==> config.mk <==
export PLATFORM = sky130hd
export DESIGN_NAME = maxnet_controller
export DESIGN_NICKNAME = d
export VERILOG_FILES = /design/src/rtl/maxnet_controller.sv
export SDC_FILE = /design/constraint.sdc
export NUM_CORES = 1
export LEC_CHECK = 0
export ABC_AREA = 1
export BUFFER_PORTS_ARGS = -buffer_cell sky130_fd_sc_hd__buf_4
export CAP_MARGIN = 20
export CORE_MARGIN = 1
export CORE_UTILIZATION = 40
export DETAILED_ROUTE_END_ITERATION = 10
export HOLD_SLACK_MARGIN = 0.02
export PLACE_DENSITY = 0.61
export SLEW_MARGIN = 20
export SYNTH_ARGS = -nofsm -noshare
export SYNTH_HDL_FRONTEND = slang
export SYNTH_SLANG_ARGS = --single-unit
==> constraint.sdc <==
create_clock -name clk -period 8.5 [get_ports clk]
set_input_delay 1.7 -clock clk [delete_from_list [all_inputs] [get_ports clk]]
set_output_delay 1.7 -clock clk [all_outputs]
set_load 0.01 [all_outputs]
==> src/rtl/maxnet_controller.sv <==
// maxnet_controller
//   Runs one Maxnet winner-take-all pass over a shared floating-point MAC
//   datapath. Each iteration visits every neuron i. For each i it clears the
//   accumulator, issues one MAC per operand j using the symmetric
//   upper-triangular weight index, and writes relu(acc) to y[i]. After the
//   last neuron it commits y into x and then checks how many neurons are still
//   nonzero. The run stops when at most one neuron is nonzero.
//
// Optional feature (compile-time macro MAXNET_ITER_LIMIT_EN):
//   Defined   - stop with timeout=1 once iter_count reaches MAX_ITER while more
//               than one neuron is still nonzero.
//   Undefined - no iteration limit; timeout is tied to 0 and MAX_ITER is unused.
//
// Ports
//   clk, rst        rising-edge clock, asynchronous active-high reset
//   start           begin a run (sampled only when idle or done)
//   mac_done        MAC finished the op launched by mac_go (used only in WAIT)
//   nz_count        number of nonzero x after commit (sampled in EVAL)
//   w_idx, x_sel    weight index and operand neuron for the current MAC
//   mac_go          1-cycle pulse: acc += w[w_idx] * x[x_sel]
//   acc_clr         1-cycle pulse: acc <= 0
//   wr_en, wr_sel   1-cycle pulse: y[wr_sel] <= relu(acc)
//   commit          1-cycle pulse: x <= y
//   busy, done      run in progress / run finished (flags valid)
//   all_zero        finished with no neuron left nonzero
//   timeout         finished because the iteration limit was reached
//   iter_count      iterations completed in the current or last run
module maxnet_controller #(
  parameter int N        = 4,
  parameter int IDX_W    = 4,
  parameter int SEL_W    = 2,
  parameter int ITER_W   = 8,
  parameter int MAX_ITER = 255
) (
  input  logic              clk,
  input  logic              rst,
  input  logic              start,
  input  logic              mac_done,
  input  logic [SEL_W:0]    nz_count,
  output logic [IDX_W-1:0]  w_idx,
  output logic [SEL_W-1:0]  x_sel,
  output logic              mac_go,
  output logic              acc_clr,
  output logic              wr_en,
  output logic [SEL_W-1:0]  wr_sel,
  output logic              commit,
  output logic              busy,
  output logic              done,
  output logic              all_zero,
  output logic              timeout,
  output logic [ITER_W-1:0] iter_count
);

  typedef enum logic [2:0] {
    S_IDLE, S_CLEAR, S_ISSUE, S_WAIT, S_WRITE, S_COMMIT, S_EVAL, S_DONE
  } state_t;

  localparam logic [SEL_W-1:0] LAST = SEL_W'(N - 1);

  state_t            state_q, state_d;
  logic [SEL_W-1:0]  i_q, i_d, j_q, j_d;
  logic [ITER_W-1:0] iter_q, iter_d;
  logic              az_q, az_d;
`ifdef MAXNET_ITER_LIMIT_EN
  logic              to_q, to_d;
`endif

  // Row-major packing of the upper triangle, using a = min, b = max.
  // a*N - a*(a-1)/2 is rewritten as a*(2N-a+1)/2 so that a=0 does not
  // underflow.
  function automatic logic [IDX_W-1:0] tri_idx(input logic [SEL_W-1:0] r,
                                                input logic [SEL_W-1:0] c);
    int a, b;
    a = (r < c) ? int'(r) : int'(c);
    b = (r < c) ? int'(c) : int'(r);
    return IDX_W'((a * (2 * N - a + 1)) / 2 + (b - a));
  endfunction

  always_ff @(posedge clk or posedge rst) begin
    if (rst) begin
      state_q <= S_IDLE;
      i_q     <= '0;
      j_q     <= '0;
      iter_q  <= '0;
      az_q    <= 1'b0;
`ifdef MAXNET_ITER_LIMIT_EN
      to_q    <= 1'b0;
`endif
    end else begin
      state_q <= state_d;
      i_q     <= i_d;
      j_q     <= j_d;
      iter_q  <= iter_d;
      az_q    <= az_d;
`ifdef MAXNET_ITER_LIMIT_EN
      to_q    <= to_d;
`endif
    end
  end

  always_comb begin
    state_d = state_q;
    i_d     = i_q;
    j_d     = j_q;
    iter_d  = iter_q;
    az_d    = az_q;
`ifdef MAXNET_ITER_LIMIT_EN
    to_d    = to_q;
`endif
    unique case (state_q)
      S_IDLE, S_DONE: begin
        if (start) begin
          state_d = S_CLEAR;
          i_d     = '0;
          iter_d  = '0;
          az_d    = 1'b0;
`ifdef MAXNET_ITER_LIMIT_EN
          to_d    = 1'b0;
`endif
        end
      end
      S_CLEAR: begin
        j_d     = '0;
        state_d = S_ISSUE;
      end
      S_ISSUE: state_d = S_WAIT;
      S_WAIT: begin
        if (mac_done) begin
          if (j_q == LAST) begin
            state_d = S_WRITE;
          end else begin
            j_d     = j_q + SEL_W'(1);
            state_d = S_ISSUE;
          end
        end
      end
      S_WRITE: begin
        if (i_q == LAST) begin
          state_d = S_COMMIT;
        end else begin
          i_d     = i_q + SEL_W'(1);
          state_d = S_CLEAR;
        end
      end
      S_COMMIT: begin
        i_d     = '0;
        // The count saturates so that a very long run never wraps back to 0.
        iter_d  = (&iter_q) ? iter_q : iter_q + ITER_W'(1);
        state_d = S_EVAL;
      end
      S_EVAL: begin
        if (nz_count <= (SEL_W+1)'(1)) begin
          state_d = S_DONE;
          az_d    = (nz_count == '0);
        end
`ifdef MAXNET_ITER_LIMIT_EN
        else if (iter_q == ITER_W'(MAX_ITER)) begin
          state_d = S_DONE;
          to_d    = 1'b1;
        end
`endif
        else begin
          state_d = S_CLEAR;
        end
      end
      default: state_d = S_IDLE;
    endcase
  end

  // Outputs are decoded from registered state only. i and j do not change
  // between ISSUE and the end of WAIT, so w_idx and x_sel stay stable for the
  // whole MAC.
  always_comb begin
    w_idx      = tri_idx(i_q, j_q);
    x_sel      = j_q;
    wr_sel     = i_q;
    mac_go     = (state_q == S_ISSUE);
    acc_clr    = (state_q == S_CLEAR);
    wr_en      = (state_q == S_WRITE);
    commit     = (state_q == S_COMMIT);
    busy       = (state_q != S_IDLE) && (state_q != S_DONE);
    done       = (state_q == S_DONE);
    all_zero   = az_q;
    iter_count = iter_q;
  end

`ifdef MAXNET_ITER_LIMIT_EN
  assign timeout = to_q;
`else
  assign timeout = 1'b0;
  logic unused_max_iter;
  assign unused_max_iter = ^ITER_W'(MAX_ITER);
`endif

endmodule
Word level (Yosys, flattened, before mapping) --
Cells that the tools add are included.
Word-level totals: register bits 16, bits of input ports 7, output and inout bits 24
Operators by class: add/sub/neg operators 8, multiply operators 1, $lt $le $gt $ge 2, equality and inequality tests 16, mux-type cells 20, bitwise operators 1, reduce and logical (&&, ||, !) cells 15
Operators with widths (number):
- $pmux 3 s7 | 1
- $mux 8 | 2
- $pmux 8 s2 | 1
- $mux 3 | 5
- $eq 3x3->1 const B | 4
- $mux 2 | 6
- $ne 2x2->1 const B | 6
- $reduce_and 3->1 | 4
- $mul 3x6->9 | 1
- $add 8x1->8 const B | 1
- $reduce_and 8->1 | 1
- $add 5x2->6 const B | 1
- $eq 3x2->1 const B | 2
- $logic_not 3->1 | 2
- $pmux 2 s3 | 1
- $reduce_bool 2->1 | 3
- $reduce_bool 3->1 | 2
- $sub 4x2->5 const A | 1
- $add 2x1->2 const B | 2
- $add 4x1->4 | 1
- $add 4x3->4 | 1
- $eq 2x2->1 const B | 2
- $pmux 2 s2 | 1
- $eq 3x1->1 const B | 1
- 10 further kinds | 11

Depth between registers and ports, before layout --
word-level depth 8, mapped depth 15, depth with buffers taken out 15

Least setup slack after synthesis --
No wires, ideal clock.
path type flip-flop to output port, from register j_q[1] (netlist: x_sel[1]), to output port w_idx[3], arrival time 2374 ps, required time 6800 ps, path slack 4426 ps, cell stages (with the launch flop) 16, buffers on the path 0, cells stage by stage dfrtp_1 > inv_1 > ha_1 > inv_1 > o21bai_1 > nand2_1 > o21a_1 > o21ai_0 > ha_1 > inv_1 > nand2_1 > inv_1 > ha_1 > a21oi_1 > nand2_1 > xor2_1
On the way: word-level cells in the longest chain between the ends 8
Ends and longest elaborated chain:
- start, declared | line 61 | logic [SEL_W-1:0] i_q, i_d, j_q, j_d;
- start signal, assigned | line 92 | j_q <= j_d;
- $lt 2x2->1 | line 74, 75
- $mux 2 | line 74 | a = (r < c) ? int'(r) : int'(c);
- $sub 4x2->5 | line 76 | return IDX_W'((a * (2 * N - a + 1)) / 2 + (b - a));
- $add 5x2->6 | line 76
- $mul 3x6->9 | line 76
- $and 1x1->1 (no source line)
- $add 4x1->4 (no source line)
- $add 4x3->4 (*) | line 76
- end, declared | line 40 | output logic [IDX_W-1:0] w_idx,
Mark *: on every way between the ends. The rest lies on a longest branch, timed or not.

Worst setup path in the final report --
Same ends and word-level chain as after synthesis.

==> reports/qor.txt <==
outcome - finished, final reports clean
die extent in x - 60.2 µm
Finished Core Util - 0.521
Max Freq - 216 MHz
Max Slew Vio Count - 0
Final period util - 0.545
CORE AREA - 3130 µm²
1st-pass router iterations - 4
top-area cell type share of the netlist area - 0.295
yosys warns - 0
initial antenna violation count - 0
leading area contributor after synthesis - dfrtp_1
CP Capture Type - primary output
Layout Skew - 0.00396 ns
startpoint types - register
routability cong. - 0.804
CTS root buffer - clkbuf_4
Setup TNS - 0 ns
crit path kind - register to primary output
Fin Hold WS - 0.497 ns
PwrDens - 228 nW/µm²
placed instance area - 1610 µm²
Leakage - 0.959 nW
type of the tightest min-delay check - register to register
clock buffer depth - 2
Layout Nets - 245
ANT cells - 0
dpl cells - 263
hold_buf cts - 0
TritonCTS Buffers - 3
DRC - 0
Mapped Area - 1360 µm²
dpl ws - 4.20 ns
I/O pin cnt - 31
htree depth - 1
Area contributors post-synth - dfrtp_1, nand2_1, ha_1
Via density - 4.66
CP max FO - 6
share of power burned in registers - 0.280
Die Area - 3630 µm²
worst skew pair latency - 0.28 ns
Final Hold Vio Count - 0
maximum VDD drop - 0.0764 mV
GRT overflow - 0
Vias - 1239
vias in the first global route - 1163
layout cells sized above 1 - 0.207
Design Power - 0.371 mW
port bufs - 29
Max Cap Viol - 0
Logic pwr share - 0.613
Internal - 0.199 mW
first-pass GRT wire length - 4.97 mm
Starting DRT DRC Count - 77
pin count of the biggest net entering global routing - 17
synthesis-to-layout area growth - 20.1%
Worst-Margin Slew - 0.642 ns
post-cts resize count - 0
CTS tree - yes
sequential area share after synthesis - 0.295
clock power share - 0.108
fin crit period - 4.63 ns
syn avg cell area - 7.03 µm²
Setup Buffers After CTS - 0
row count - 20
Final WS setup - 3.87 ns
die height - 60.2 µm
CP required - 6.80 ns
register bit total from synthesis - 16
GRT Overall Usage - 0.183
CTS clk-pin slew, worst paths - 0.09 ns
Synth Instances - 193
fin cells - 266
Psw - 0.173 mW
Initial Util - 0.434
syn_nets - 214
slew margin rel. - 0.572
ANT nets after route - 0
RSZ-0062 raised after global routing - false
clock sinks - 16
synth unique cells - 28
DR WL/cell - 10.4 µm
Setup violations, final - 0
Arrival @ worst endpoint - 2.93 ns
Sw Share - 0.465
design area - 1630 µm²
final wirelength - 2.76 mm
dpl hpwl - 2.23 mm
-- power by group through the flow --
stage               Clock (mW)  Combinational (mW)  Sequential (mW)
floorplan                    0               0.165           0.0948
global placement             0               0.223            0.104
detailed placement           0               0.229            0.105
CTS                     0.0419               0.230            0.103
global route            0.0449               0.260            0.106
finish                  0.0400               0.227            0.104
-- flip-flops by register name (all words and copies together), names as in the netlist --
signal,flops
iter_count,8
state_q,3
wr_sel,2
x_sel,2
all_zero,1
-- per-layer routing --
metal / vias to the layer above / global-route usage / part of all wire
met5: - / 0 / 0
met4: 0 / 0.0764 / 0.0069
met3: 2 / 0.0260 / 0.033
li1: 644 / - / -
met1: 574 / 0.243 / 0.48
met2: 19 / 0.294 / 0.48
-- cells by family (layout without fill, tap and decap cells) --
| logic type | count (synthesis) | count (layout) | synth area share |
|---|---|---|---|
| fa+ha+maj | 14 | 14 | 0.135 |
| simple gates | 108 | 108 | 0.374 |
| xor+xnor | 4 | 4 | 0.0258 |
| buf+inv | 38 | 67 | 0.113 |
| compound gates | 12 | 12 | 0.0544 |
| other cells | 1 | 1 | 0.00276 |
| flops | 16 | 16 | 0.295 |
-- layout make-up --
type,count,area (µm²)
inverter,35,131
fill,316,1500
multi-input combinational,139,802
sequential,16,400
clock buffer,3,22.5
timing repair buffer,29,218
tap,44,55.1
-- cell usage after synthesis --
master and n:
nand3_1 11, o21ai_0 4, nand2_1 63, conb_1 1, nand3b_1 1, nor3_1 1
o21bai_1 3, inv_2 2, nand2_4 1, buf_4 3, xor2_1 2, ha_1 13
a21oi_1 2, nand3_4 2, fa_1 1, xnor2_1 2, nor2_4 1, or2_2 2
nand3_2 1, a21oi_2 1, nand4_1 2, inv_1 33, nand2_2 3, nor2_1 19
o21a_1 1, dfrtp_1 16, nor2_8 1, o21ai_1 1
-- critical path: stages (launching register included) --
cell and delay (ns):
dfrtp_1 0.44, inv_1 0.07, ha_1 0.32, inv_1 0.05
o21bai_1 0.24, nand2_1 0.10, o21a_1 0.14, o21ai_0 0.09
ha_1 0.18, inv_1 0.04, nand2_1 0.08, inv_1 0.05
ha_1 0.33, a21oi_1 0.14, nand2_1 0.08, xor2_1 0.17
buf_4 0.15
-- placed cells by master (no fill, tap or decap), types with 3 or more instances in the layout --
master    count
buf_4        29
clkbuf_4      3
dfrtp_1      16
ha_1         13
inv_1        33
nand2_1      63
nand2_2       3
nand3_1      11
nor2_1       19
o21ai_0       4
o21bai_1      3
-- path summary, 6_finish.rpt --
path                       cells past startpoint       endpoint  slack [ns]       start
setup / recovery                              16       w_idx[3]        3.87    x_sel[1]
hold / removal                                 2       all_zero        0.50    all_zero
setup reg to reg                               8  iter_count[7]        7.04  state_q[1]
hold reg to reg                                2       all_zero        0.50    all_zero
max in group asynchronous                      2  iter_count[7]        6.59         rst
min in group asynchronous                      2      wr_sel[0]        1.50         rst
(Power assumes the default switching activity.)
